## config.mk

```make
export PLATFORM = sky130hd
export DESIGN_NAME = key_debounce_2ch
export DESIGN_NICKNAME = d
export VERILOG_FILES = /design/src/rtl/key_debounce_2ch.sv
export SDC_FILE = /design/constraint.sdc
export NUM_CORES = 1
export LEC_CHECK = 0
export ABC_AREA = 1
export BUFFER_PORTS_ARGS = -buffer_cell sky130_fd_sc_hd__buf_2
export CORE_UTILIZATION = 43
export DETAILED_ROUTE_END_ITERATION = 6
export PLACE_DENSITY = 0.57
export SYNTH_ARGS = -nofsm -noshare
export SYNTH_HDL_FRONTEND = slang
export SYNTH_SLANG_ARGS = --single-unit
```

## constraint.sdc

```tcl
create_clock -name clk -period 2.6 [get_ports clk]
set_input_delay 0.52 -clock clk [delete_from_list [all_inputs] [get_ports clk]]
set_output_delay 0.52 -clock clk [all_outputs]
set_load 0.02 [all_outputs]
```

## src/rtl/key_debounce_2ch.sv

```systemverilog
// Two-channel push-button debouncer with arbitrated one-cycle press pulses.
// Define KEY_REPEAT_EN to add hold-to-repeat pulses on each channel.
module key_debounce_2ch #(
  parameter logic [19:0] CNT_MAX    = 20'd999_999,
  parameter logic [25:0] REPEAT_DLY = 26'd49_999_999,
  parameter logic [25:0] REPEAT_PER = 26'd9_999_999
) (
  input  logic       clk,
  input  logic       rst_n,
  input  logic [1:0] key_in,
  output logic [1:0] key_flag,
  output logic [1:0] key_level
);

  typedef enum logic [1:0] {
    UP      = 2'd0,
    DN_FILT = 2'd1,
    DOWN    = 2'd2,
    UP_FILT = 2'd3
  } state_e;

  logic [1:0]  sync1_q;
  logic [1:0]  sync2_q;
  state_e      state_q [2];
  logic [19:0] cnt_q   [2];
  logic [1:0]  req_q;
  logic [1:0]  level_q;
  logic [1:0]  flag_q;
  logic        pending_q;
  logic [1:0]  flag_d;
  logic        pending_d;

`ifdef KEY_REPEAT_EN
  logic [25:0] rpt_q   [2];
  logic [1:0]  first_q;
`endif

  // Raw keys are asynchronous; idle level of the synchronizer is released (high).
  always_ff @(posedge clk or negedge rst_n) begin
    if (!rst_n) begin
      sync1_q <= 2'b11;
      sync2_q <= 2'b11;
    end else begin
      sync1_q <= key_in;
      sync2_q <= sync1_q;
    end
  end

  always_ff @(posedge clk or negedge rst_n) begin
    if (!rst_n) begin
      for (int i = 0; i < 2; i++) begin
        state_q[i] <= UP;
        cnt_q[i]   <= '0;
`ifdef KEY_REPEAT_EN
        rpt_q[i]   <= '0;
`endif
      end
      req_q   <= 2'b00;
      level_q <= 2'b00;
`ifdef KEY_REPEAT_EN
      first_q <= 2'b11;
`endif
    end else begin
      for (int i = 0; i < 2; i++) begin
        req_q[i]   <= 1'b0;
        level_q[i] <= (state_q[i] == DOWN) || (state_q[i] == UP_FILT);
        case (state_q[i])
          UP: begin
            if (!sync2_q[i]) begin
              state_q[i] <= DN_FILT;
              cnt_q[i]   <= '0;
            end
          end
          DN_FILT: begin
            if (sync2_q[i]) begin
              state_q[i] <= UP;
            end else if (cnt_q[i] == CNT_MAX) begin
              state_q[i] <= DOWN;
              req_q[i]   <= 1'b1;
            end else begin
              cnt_q[i] <= cnt_q[i] + 20'd1;
            end
          end
          DOWN: begin
            if (sync2_q[i]) begin
              state_q[i] <= UP_FILT;
              cnt_q[i]   <= '0;
            end
          end
          UP_FILT: begin
            if (!sync2_q[i]) begin
              state_q[i] <= DOWN;
            end else if (cnt_q[i] == CNT_MAX) begin
              state_q[i] <= UP;
            end else begin
              cnt_q[i] <= cnt_q[i] + 20'd1;
            end
          end
          default: state_q[i] <= UP;
        endcase
`ifdef KEY_REPEAT_EN
        // Repeat timer runs only while settled in DOWN; any other state rearms the long first delay.
        if ((state_q[i] == DOWN) && !sync2_q[i]) begin
          if (rpt_q[i] == (first_q[i] ? REPEAT_DLY : REPEAT_PER)) begin
            req_q[i]   <= 1'b1;
            rpt_q[i]   <= '0;
            first_q[i] <= 1'b0;
          end else begin
            rpt_q[i] <= rpt_q[i] + 26'd1;
          end
        end else begin
          rpt_q[i]   <= '0;
          first_q[i] <= 1'b1;
        end
`endif
      end
    end
  end

  // Channel 0 wins a simultaneous request; channel 1 is held one cycle and then always fires.
  always_comb begin
    flag_d    = 2'b00;
    pending_d = 1'b0;
    flag_d[0] = req_q[0];
    flag_d[1] = (req_q[1] | pending_q) & ~req_q[0];
    pending_d = (req_q[1] | pending_q) & req_q[0];
  end

  always_ff @(posedge clk or negedge rst_n) begin
    if (!rst_n) begin
      flag_q    <= 2'b00;
      pending_q <= 1'b0;
    end else begin
      flag_q    <= flag_d;
      pending_q <= pending_d;
    end
  end

  assign key_flag  = flag_q;
  assign key_level = level_q;

endmodule
```

==> metrics <==
status=completed; vias in the first global route=2,442; Starting Density=around 44%; FF+latch area=between 1000 and 1500 um2; Min-Delay Path Class=in2async; Top Ports=8; total number of vias=2,710; clock latency on the worst-skew pair=~0.31 ns; largest net degree at the start of global routing=33; post-CTS setup repair buffer count=0; maximum vdd ir drop=between 0.0003 and 0.0004 V; drt first-iter violations=208; CP required=approximately 2.8 ns; Final Cycle Share=about four fifths; worst setup path class=reg2reg; cts bufs inserted=5; fin util=47.3%; htree depth=2; Antenna Nets Post-Route=0; max_cap viols=0; sequential area share after synthesis=43.4%; Synth Area in XOR/XNOR=slightly above 4%; Gate Count Post-Synth=roughly 440; fin crit period=2.06 ns; Die Y-Extent=roughly 90 um; worst-margin pin slew=around 0.6 ns; global-route wire length before repair=11.9 mm; fillers=between 700 and 800; syn_area_per_cell=7.27 um2; Max Freq=approximately 480 MHz; Setup crit end kind=register; final wirelength=approximately 7.0 mm; YS warnings=0; Final Net Count=449; mux cell area share after synthesis=0%; Die Span X=a little under 90 um; Total GRT Usage=19.9%; most common cell after layout, fill and taps aside=nand2_1; Final Hold Fails=0; DR pass1 iterations=4; Buffers on Ports=7; Simple-Gate Fraction of Synth Area=a little under two fifths; global route total overflow=0; total power=1.57 mW; Root Driver=clkbuf_8; RSZ-0062 raised after global routing=false; LEAKAGE=between 1 and 1.5 nW; Crit Path Max Fanout=30; CP top delay family=simple AND/OR/NAND/NOR gates; CTS tree=built; Slew headroom=60.2%; Vias/cell=4.99; CTS Sinks=55; final setup TNS=0 ns; row count=31; CTS-repair resized insts=0; CP arrival=around 2.3 ns; Worst path slowest cell=dfrtp_1; final setup vio count=0; maximum clock insertion buffer count=2; Core Area=between 7000 and 8000 um2; commonest cells after routing, fill and taps aside=nand2_1, nor2_1, dfrtp_1; # diodes=0; crit start category=register; Mapped Nets=between 400 and 500; DR DRC count=0; largest family of logic cells by synthesized area=simple AND/OR/NAND/NOR gates; initial antenna violation count=0; CP cell instances=ha_1 -> nand2_1 -> nor2_2 -> nand4_1 -> nor2_1 -> nor2_2 -> inv_2 -> nand2_1 -> o21ai_0; Setup Skew=about 0.0094 ns; slowest stage delay, CP=roughly 0.44 ns; Hold-fix buffers, CTS=0; Post-Synthesis Cell Area=3180 um2; Multi-input gate area=1590 um2; synth unique cells=31; buffers and inverters on the worst path=1; dpl hpwl=5.08 mm; Synth Area in Compound Gates=under 10%; PD cells=approximately 460 nW/um2; Routed WL per cell=12.9 um; DIE AREA=7750 um2; Final Max Slew Viols=0; Area Growth Syn to Fin=7.19%; layout cell share with drive strength beyond 1=a little under a tenth; global placer's final weighted congestion=0.824; Synth Area in Adders=0.786%; clock-pin slew on the worst setup and hold paths=around 0.10 ns; Synth Register Bits=55
[kinds of logic after synthesis]
group / count (synthesis)
flip-flops: 55
AND/OR/NAND/NOR: 275
buffers and inverters: 49
XOR/XNOR: 15
AO/OA/AOI/OAI: 42
adder cells (fa/ha/maj): 2
[cell type report]
cell class	count	area share, %
Multi-Input combinational cell	334	46.5
Inverter	38	4.18
Timing Repair Buffer	9	1.83
Sequential cell	55	40.5
Tap cell	99	3.63
Clock inverter	3	1.36
Clock buffer	5	2.02
[worst paths after layout]
check,from,endpoint,slack [ns],depth (start not counted)
min in group clk,key_in[0],sync1_q[0],0.29,1
min,rst_n,cnt_q[14],0.19,1
max in group asynchronous,rst_n,sync1_q[0],1.76,2
min reg2reg,sync1_q[1],sync2_q[1],0.36,0
max,cnt_q[0],cnt_q[6],0.54,9
max reg2reg,cnt_q[0],cnt_q[6],0.54,9
[synthesized netlist by cell type]
library cell	instances	area, um2
buf_4	2	15.0
dfrtp_1	51	1280
o21ai_2	6	52.6
or2_2	4	25.0
dfstp_2	4	105
nand2_1	132	495
nor4_1	1	6.26
o21ai_0	23	115
nand3_1	46	230
o21bai_1	1	7.51
nand3_2	1	10.0
buf_1	1	3.75
o21ai_1	11	55.1
nor3_2	1	10.0
nor2_1	62	233
a31o_2	1	8.76
xor2_1	9	78.8
clkbuf_1	3	11.3
xnor2_1	6	52.6
inv_2	1	3.75
buf_8	2	30.0
and2_1	3	18.8
inv_1	37	139
nand2_2	1	6.26
nand4_1	13	81.3
nor2_2	2	12.5
nor3_1	4	20.0
ha_1	2	25.0
buf_2	3	15.0
nand2_4	1	11.3
nand3b_1	4	30.0
[sequential cells by signal, indices dropped and copies added, names as in the netlist, named ones only]
| register | cells |
|---|---|
| req_q | 2 |
| key_flag | 2 |
| key_level | 2 |
| pending_q | 1 |
| sync2_q | 2 |
| cnt_q | 40 |
| state_q | 2 |
| sync1_q | 2 |
[where the power goes]
group	internal (mW)	switching [mW]	leakage, nW
registers	0.873	0.0194	0.746
logic	0.0220	0.0604	0.578
clock network	0.291	0.302	0.0548
total	1.19	0.381	1.38
[layer usage]
metal	global-route usage, %	wire (um)	up-vias
met5	0	0	-
met4	4.84	65	0
met3	3.20	315	5
met2	29.0	2910	49
met1	30.7	3690	1242
li1	-	-	1414
[per-stage QoR]
stage | cell area (um2) | cells | hold WS (ns) | worst slack (ns)
after floorplan | 3180 | 438 | 0.224 | 1.06
after global placement | 3300 | 535 | 0.346 | 0.362
after detailed placement | 3300 | 535 | 0.348 | 0.230
after CTS | 3410 | 543 | 0.217 | 0.225
after global routing | 3410 | 543 | 0.245 | 0.241
final | 3410 | 543 | 0.194 | 0.536
(Power assumes the default switching activity.)
